### src/rtl/mips_pkg.sv
// Shared definitions for the load-use interlock.
// Contents:
//   OPC_LW            opcode of the lw instruction
//   REG_ZERO          hard-wired zero register number (never a real hazard)
//   REMAIN_W          width of the stall-cycle down-counter (covers 1..7 cycles)
//   interlock_state_t interlock FSM states
package mips_pkg;

  localparam logic [5:0] OPC_LW   = 6'b100011;
  localparam logic [4:0] REG_ZERO = 5'd0;
  localparam int         REMAIN_W = 3;

  typedef enum logic {
    RUN,
    STALL
  } interlock_state_t;

endpackage

### src/rtl/load_use_interlock_reg_match.sv
// reg_match: combinational source/destination compare for the load-use interlock.
// Ports:
//   i_rs, i_rt        source register numbers of the IF/ID instruction
//   i_uses_rs/rt      IF/ID instruction really reads that source
//   i_wr              destination register of the load in ID/EX
//   o_hit             [1]=rs hit, [0]=rt hit
module reg_match (
  input  logic [4:0] i_rs,
  input  logic [4:0] i_rt,
  input  logic       i_uses_rs,
  input  logic       i_uses_rt,
  input  logic [4:0] i_wr,
  output logic [1:0] o_hit
);

  assign o_hit = {i_uses_rs && (i_rs == i_wr),
                  i_uses_rt && (i_rt == i_wr)};

endmodule

### src/rtl/load_use_interlock.sv
// load_use_interlock: stalls the front end when a lw in ID/EX feeds the
// instruction in IF/ID, then pulses an EX forwarding select so the dependent
// instruction picks the load data from MEM/WB.
//
// state | meaning
// ------+-------------------------------------------------------------
// RUN   | normal flow; hazard drives stall outputs in the same cycle
// STALL | extra stall cycles for slow loads; r_remain counts them down
//
// Ports:
//   clk, rst                  clock (rising edge), async active-high reset
//   opcode_id_ex              opcode in ID/EX
//   regfile_write_num_id_ex   destination register in ID/EX
//   regfile_read_num1/2_if_id rs / rt in IF/ID
//   uses_rs_if_id/uses_rt_if_id  IF/ID instruction reads rs / rt
//   flush                     taken branch/jump flush of IF/ID
//   stall_pc, stall_if_id     hold PC / IF/ID
//   bubble_id_ex              inject NOP into ID/EX
//   load_fwd_ex               [1]=rs, [0]=rt take MEM/WB data in EX (one cycle)
//   stall_count               saturating count of stall cycles since reset
module load_use_interlock
  import mips_pkg::*;
#(
  parameter int LOAD_STALL_CYCLES = 1,  // 1..7
  parameter int CNT_W             = 16
) (
  input  logic             clk,
  input  logic             rst,
  input  logic [5:0]       opcode_id_ex,
  input  logic [4:0]       regfile_write_num_id_ex,
  input  logic [4:0]       regfile_read_num1_if_id,
  input  logic [4:0]       regfile_read_num2_if_id,
  input  logic             uses_rs_if_id,
  input  logic             uses_rt_if_id,
  input  logic             flush,
  output logic             stall_pc,
  output logic             stall_if_id,
  output logic             bubble_id_ex,
  output logic [1:0]       load_fwd_ex,
  output logic [CNT_W-1:0] stall_count
);

  localparam logic [REMAIN_W-1:0] REMAIN_INIT = REMAIN_W'(LOAD_STALL_CYCLES - 1);
  localparam logic [CNT_W-1:0]    CNT_ONE     = {{(CNT_W-1){1'b0}}, 1'b1};
  localparam logic [CNT_W-1:0]    CNT_MAX     = {CNT_W{1'b1}};

  interlock_state_t      r_state, w_state_nxt;
  logic [REMAIN_W-1:0]   r_remain, w_remain_nxt;
  logic [1:0]            r_match, w_match_nxt;
  logic [1:0]            r_fwd, w_fwd_nxt;
  logic [CNT_W-1:0]      r_cnt;
  logic [1:0]            w_hit;
  logic                  w_hazard;
  logic                  w_stall;
  logic                  w_stall_out;

  reg_match u_reg_match (
    .i_rs      (regfile_read_num1_if_id),
    .i_rt      (regfile_read_num2_if_id),
    .i_uses_rs (uses_rs_if_id),
    .i_uses_rt (uses_rt_if_id),
    .i_wr      (regfile_write_num_id_ex),
    .o_hit     (w_hit)
  );

  // A load into $0 never produces a value worth waiting for.
  assign w_hazard = (opcode_id_ex == OPC_LW) &&
                    (regfile_write_num_id_ex != REG_ZERO) &&
                    !flush && (w_hit != 2'b00);

  always_ff @(posedge clk or posedge rst) begin
    if (rst) begin
      r_state  <= RUN;
      r_remain <= '0;
      r_match  <= 2'b00;
      r_fwd    <= 2'b00;
    end else begin
      r_state  <= w_state_nxt;
      r_remain <= w_remain_nxt;
      r_match  <= w_match_nxt;
      r_fwd    <= w_fwd_nxt;
    end
  end

  // The forwarding pulse is built only from registered state (r_match) or
  // latched at the hazard edge, so load_fwd_ex has no path from the inputs.
  always_comb begin
    w_state_nxt  = r_state;
    w_remain_nxt = r_remain;
    w_match_nxt  = r_match;
    w_fwd_nxt    = 2'b00;
    w_stall      = 1'b0;
    case (r_state)
      RUN: begin
        if (w_hazard) begin
          w_stall     = 1'b1;
          w_match_nxt = w_hit;
          if (LOAD_STALL_CYCLES == 1) begin
            w_fwd_nxt = w_hit;
          end else begin
            w_state_nxt  = STALL;
            w_remain_nxt = REMAIN_INIT;
          end
        end
      end
      STALL: begin
        if (flush) begin
          // The dependent instruction is being squashed: abandon the stall
          // and never raise the forwarding pulse for it.
          w_state_nxt  = RUN;
          w_match_nxt  = 2'b00;
          w_remain_nxt = '0;
        end else begin
          w_stall = 1'b1;
          if (r_remain == REMAIN_W'(1)) begin
            w_state_nxt  = RUN;
            w_remain_nxt = '0;
            w_fwd_nxt    = r_match;
          end else begin
            w_remain_nxt = r_remain - REMAIN_W'(1);
          end
        end
      end
      default: begin
        w_state_nxt = RUN;
      end
    endcase
  end

  assign w_stall_out = w_stall && !rst;

  always_ff @(posedge clk or posedge rst) begin
    if (rst) begin
      r_cnt <= '0;
    end else if (w_stall_out && (r_cnt != CNT_MAX)) begin
      r_cnt <= r_cnt + CNT_ONE;
    end
  end

  assign stall_pc     = w_stall_out;
  assign stall_if_id  = w_stall_out;
  assign bubble_id_ex = w_stall_out;
  assign load_fwd_ex  = r_fwd & {2{!rst}};
  assign stall_count  = r_cnt & {CNT_W{!rst}};

endmodule

### config.mk
export PLATFORM = sky130hd
export DESIGN_NAME = load_use_interlock
export DESIGN_NICKNAME = d
export VERILOG_FILES = /design/src/rtl/mips_pkg.sv /design/src/rtl/load_use_interlock_reg_match.sv /design/src/rtl/load_use_interlock.sv
export SDC_FILE = /design/constraint.sdc
export NUM_CORES = 1
export LEC_CHECK = 0
export ABC_CLOCK_PERIOD_IN_PS = 2000
export CAP_MARGIN = 20
export CORE_ASPECT_RATIO = 1.4
export CORE_MARGIN = 2
export CORE_UTILIZATION = 41
export CTS_CLUSTER_DIAMETER = 60
export DETAILED_ROUTE_END_ITERATION = 7
export GPL_TIMING_DRIVEN = 0
export HOLD_SLACK_MARGIN = 0.08
export PLACE_DENSITY = 0.74
export SYNTH_ARGS = -nofsm -noshare
export SYNTH_HDL_FRONTEND = slang
export SYNTH_SLANG_ARGS = --single-unit
### constraint.sdc
create_clock -name clk -period 2 [get_ports clk]
set_input_delay 0.4 -clock clk [delete_from_list [all_inputs] [get_ports clk]]
set_output_delay 0.4 -clock clk [all_outputs]
set_load 0.02 [all_outputs]
Yosys cells after proc, flatten, opt, wreduce, memory -nomap -nowiden:

Index checks and enable logic that the tools add are counted.

* multiplexer cells: 16
* add/subtract/negate cells: 2
* reduce and logical (&&, ||, !) cells: 12
* eq/ne operators: 7
* bitwise gates (word level): 3

Operators with widths (number)
* 16-bit by 1-bit adder with 16-bit output (second input constant): 1
* 16-bit AND: 1
* 16-bit inequality test (second input constant): 1
* 5-bit == test: 2
* 2-bit two-way mux: 5
* 3-bit two-way mux: 3
* 2-bit case mux with 2 select lines: 2
* 1-bit logical AND: 7
* 6-bit == test (second input constant): 1
* 5-bit nonzero test: 1
* 1-bit two-way mux: 4
* 2-bit inequality test (second input constant): 2
* 1-bit case mux with 2 select lines: 2
* 3-bit by 1-bit == test with 1-bit output (second input constant): 1
* 3-bit by 1-bit subtractor with 3-bit output (second input constant): 1
* 2-bit AND: 1
* 1-bit zero test: 2
* 2-bit AND reduction: 1
* 2-bit nonzero test: 1
* 1-bit NOT: 1

* bits of input ports: 26
* word-level logic and storage cells: 45
* output and inout port bits: 21
* bits in registers: 24

Longest topological paths before layout:

* depth after elaboration: 8
* depth in mapped cells: 8

Cells and area by module:

Synthesis repeated with hierarchy kept, for this count alone.

* cell total of the unflattened synthesis: 148
* area total of the unflattened synthesis: 1443.9 sq um

Modules (own cells, without submodules)
* load_use_interlock: instances 1, seq. area each 600.6 sq um, area an instance 1331.3 sq um, cells an instance 134
* reg_match: instances 1, seq. area each 0.0 sq um, area an instance 112.6 sq um, cells an instance 14

Least setup slack after synthesis:

No wires, ideal clock.

* path kind: register to register
* start: reg r_state
* end: reg r_cnt[12]
* setup time: 125 ps
* path slack: -244 ps
* path buffers: 0
* period minus slack after synthesis: 2244 ps
* arrival: 2119 ps
* stages on the path, launching flop included: 9
* path through: dfrtp_1 or4b_1 nor4_2 o21ai_2 nor2_4 a21oi_4 inv_2 and3_1 mux2_4

* word-level cells in the longest chain between the ends: 4

Ends and longest elaborated chain
* from (decl): line load_use_interlock.sv:47 `interlock_state_t r_state, w_state_nxt;`
* from (signal assigned): line load_use_interlock.sv:78 `r_state <= w_state_nxt;`
* 1-bit NOT
* 1-bit case mux with 2 select lines (*): line load_use_interlock.sv:93 `case (r_state)`
* 1-bit logical AND (*): line load_use_interlock.sv:130 `assign w_stall_out = w_stall && !rst;`
* via bubble_id_ex: line load_use_interlock.sv:38 `output logic bubble_id_ex,`
* 1-bit logical AND (*): line load_use_interlock.sv:135 `end else if (w_stall_out && (r_cnt != CNT_MAX)) begin`
* to (signal assigned): line load_use_interlock.sv:136 `r_cnt <= r_cnt + CNT_ONE;`
* to (decl): line load_use_interlock.sv:51 `logic [CNT_W-1:0] r_cnt;`

The timed path passes the listed nets; every way through them passes the cells marked *.
A chain may end at the register's enable or synchronous reset.

Final worst setup path:

* start: in opcode_id_ex[4]
* end: reg r_cnt[1]

* word-level cells in the longest chain between the ends: 8

Ends and longest elaborated chain
* from (decl): line load_use_interlock.sv:29 `input logic [5:0] opcode_id_ex,`
* 6-bit == test: line load_use_interlock.sv:67 `assign w_hazard = (opcode_id_ex == OPC_LW) &&`
* 1-bit logical AND: line load_use_interlock.sv:67
* 1-bit logical AND: line load_use_interlock.sv:68 `(regfile_write_num_id_ex != REG_ZERO) &&`
* 1-bit logical AND: line load_use_interlock.sv:69 `!flush && (w_hit != 2'b00);`
* 1-bit two-way mux: line load_use_interlock.sv:95 `if (w_hazard) begin`
* 1-bit case mux with 2 select lines: line load_use_interlock.sv:93
* 1-bit logical AND: line load_use_interlock.sv:130
* 1-bit logical AND: line load_use_interlock.sv:135

Every way passes these cells.

==> results.yml <==
status:
  outcome: "finished, violations left"
  violations: "negative setup slack"
yosys:
  seq_area_frac_synth_pct: 41.3
  synth_nets: 183
  yosys.area.top_type: "dfrtp_1"
  synth_area_sq_um: 1450
  netlist_instances: 154
  synth_warnings: 0
  synth_edf_count: 0
  synthArstFlopShare_pct: 100
  netlist_top_cells_area: "dfrtp_1, xor2_1, nor2b_1"
  ys_types: 34
  ys.flop_type: "dfrtp_1"
  synthMostInstantiatedCell: "dfrtp_1"
  synth_commonest_cells: "dfrtp_1, xor2_1, nor2b_1"
  syn_area_per_cell_sq_um: 9.44
  synth_seq_cells: 24
  synth_top_area_share_pct: 41.3
clock_tree:
  clkLatencyLatePin_ns: 0.26
  cts_tree: "built"
  htree_levels: 1
  clockRootBuffer: "clkbuf_8"
  path_clk_slew_ns: 0.08
  clock_sinks: 24
  clockBufferDepth: 2
  cts_buffers: 3
timing:
  timing.final.crit_period_ns: 2.47
  finalHoldViolations: 0
  rsz0062_at_grt: "yes"
  setup_slack_ns: -0.471
  fmax_ghz: 0.405
  maxSlewHeadroom_pct: 37.4
  finalCritPeriodShare_pct: 124
  slew_violations: 0
  setup_viol: 19
  finClkSkew_ns: 0.00127
  worst_pin_slew_ns: 0.938
  hold-worst-slack_ns: 0.493
route:
  vias: 1292
  antenna_left: 0
  drtIter0Drc: 16
  postRouteWirelength_microns: 3560
  dr.pass1.iters: 4
  wire_per_inst_microns: 14.2
  via_per_inst: 5.17
  drc_errors: 0
setup_path:
  path_max_fanout: 6
  critPathKind: "input pin to flip-flop"
  crit_family: "simple AND/OR/NAND/NOR gates"
  path_buf_inv: 3
  required_ns: 2.16
  cp_cell_sequence: "dlygate4sd2_1 -> or4b_4 -> nor4_4 -> o21ai_4 -> buf_4 -> buf_6 -> a211oi_4 -> nand2_4 -> mux2_4"
  max_stage_delay_ns: 0.54
  crit_slowest_cell: "or4b_4"
  startpoint_type: "input pin"
  cp.arrival_ns: 2.63
  crit_path_end_kind: "flip-flop"
floorplan:
  rows: 25
  die_area_sq_um: 4050
  num_io_pins: 47
  start_util_pct: 43.0
  die_w_microns: 54.3
  coreArea_sq_um: 3380
  die_h_microns: 74.5
global_route:
  grt_max_degree: 25
  grt_overflow_total: 0
  antenna_found_initial: 0
  grt_pass1_wl_microns: 5490
  grt_pass1_vias: 1324
  grt_use_total_pct: 18.9
layout:
  drive_above_1_share_pct: 20.5
  areaGrowthSynthToFinish_pct: 51.5
  nets: 240
  final_area_sq_um: 2200
  antenna_cells: 0
worst_hold_path:
  hp-class: "flip-flop to flip-flop"
placed_design:
  port_buffers: 46
  place_hpwl_microns: 2640
  pre_cts_ws_ns: -1.26
  placed_area_sq_um: 1980
  gp_congestion: 0.750
power:
  power_density_nw_per_um2: 415
  ir_worst_vdd_uv: 354
  total_power_uw: 914
  p_leak_nw: 1.13
run:
  cap_violations: 0
per-stage QoR:
| step | utilization (%) | instances | setup TNS, ns |
|---|---|---|---|
| floorplan | - | 154 | -1.12 |
| global placement | 58.6 | 240 | -28.37 |
| detailed placement | 58.6 | 240 | -32.09 |
| CTS | 63.4 | 249 | -3.87 |
| global route | 65.2 | 250 | -7.19 |
| finish | 65.2 | 250 | -5.42 |
kinds of logic after synthesis:
group	share of synthesized area, %
AO/OA/AOI/OAI	6.71
XOR/XNOR	14.5
adder cells (fa/ha/maj)	2.58
buffers and inverters	3.10
flip-flops	41.3
multiplexers	2.75
AND/OR/NAND/NOR	29.1
worst reg2reg max path, cell delays in order (launching register included):
cell,delay [ns]
dfrtp_1,0.41
or4b_4,0.50
nor4_4,0.29
o21ai_4,0.12
buf_4,0.15
buf_6,0.12
a211oi_4,0.27
nand2_4,0.17
mux2_4,0.33
path summary, 6_finish.rpt:
check | startpoint | endpoint | slack, ns | cells after the start
hold / removal | r_remain[2]$_DFFE_PP0P_ | r_remain[2]$_DFFE_PP0P_ | 0.49 | 1
max in group asynchronous | rst | r_cnt[5]$_DFFE_PP0P_ | 0.47 | 4
hold reg to reg | r_remain[2]$_DFFE_PP0P_ | r_remain[2]$_DFFE_PP0P_ | 0.49 | 1
min in group asynchronous | rst | r_match[1]$_DFFE_PP0P_ | 0.96 | 4
setup / recovery | opcode_id_ex[4] | r_cnt[1]$_DFFE_PP0P_ | -0.47 | 9
setup reg to reg | r_state$_DFF_PP0_ | r_cnt[1]$_DFFE_PP0P_ | -0.47 | 8
metal layers:
| layer | part of all wire [%] | wire length (microns) | GRT usage, % |
|---|---|---|---|
| met4 | 1.5 | 55 | 7.78 |
| met3 | 4.5 | 160 | 2.41 |
| met1 | 36 | 1270 | 18.0 |
| met2 | 58 | 2080 | 37.9 |
| met5 | 0 | 0 | 0 |
timing repair:
action	in CTS	in global routing
setup buffers	6	2
setup endpoints to repair	37	19
hold buffers	0	0
gates cloned	0	0
gates resized for setup	64	14
pin swaps	10	8
sequential cells by signal, summed over array words and instances (netlist names):
name	flops
r_fwd	2
r_cnt	16
r_remain	3
r_match	2
r_state	1
cell usage in the layout (no fill, tap or decap), types with 3 or more instances in the layout:
| master | count |
|---|---|
| o22ai_1 | 3 |
| dfrtp_1 | 24 |
| clkdlybuf4s50_1 | 17 |
| nor2_1 | 6 |
| buf_4 | 4 |
| buf_6 | 6 |
| nor4_4 | 4 |
| xnor2_1 | 4 |
| xor2_1 | 20 |
| nand3_1 | 9 |
| ha_1 | 3 |
| nor2_2 | 3 |
| nand2_1 | 17 |
| clkbuf_8 | 5 |
| clkdlybuf4s15_1 | 4 |
| nor2_4 | 5 |
| dlygate4sd2_1 | 21 |
| nor2b_1 | 18 |
| inv_1 | 5 |
area by class of cell:
| cell class | instances | area, sq um |
|---|---|---|
| plain buffers | 4 | 43.8 |
| clock buffers | 4 | 55.1 |
| fillers | 304 | 1180 |
| inverters | 6 | 25.0 |
| multi-input cells | 120 | 942 |
| flip-flops and latches | 24 | 601 |
| well taps | 40 | 50.0 |
| repair buffers | 52 | 485 |
report_power, final:
part	internal [mW]	switching (mW)
sequential	0.485	0.000658
combinational	0.0559	0.0444
clock	0.176	0.152
total	0.717	0.197
Power figures use the tool's default switching activity.
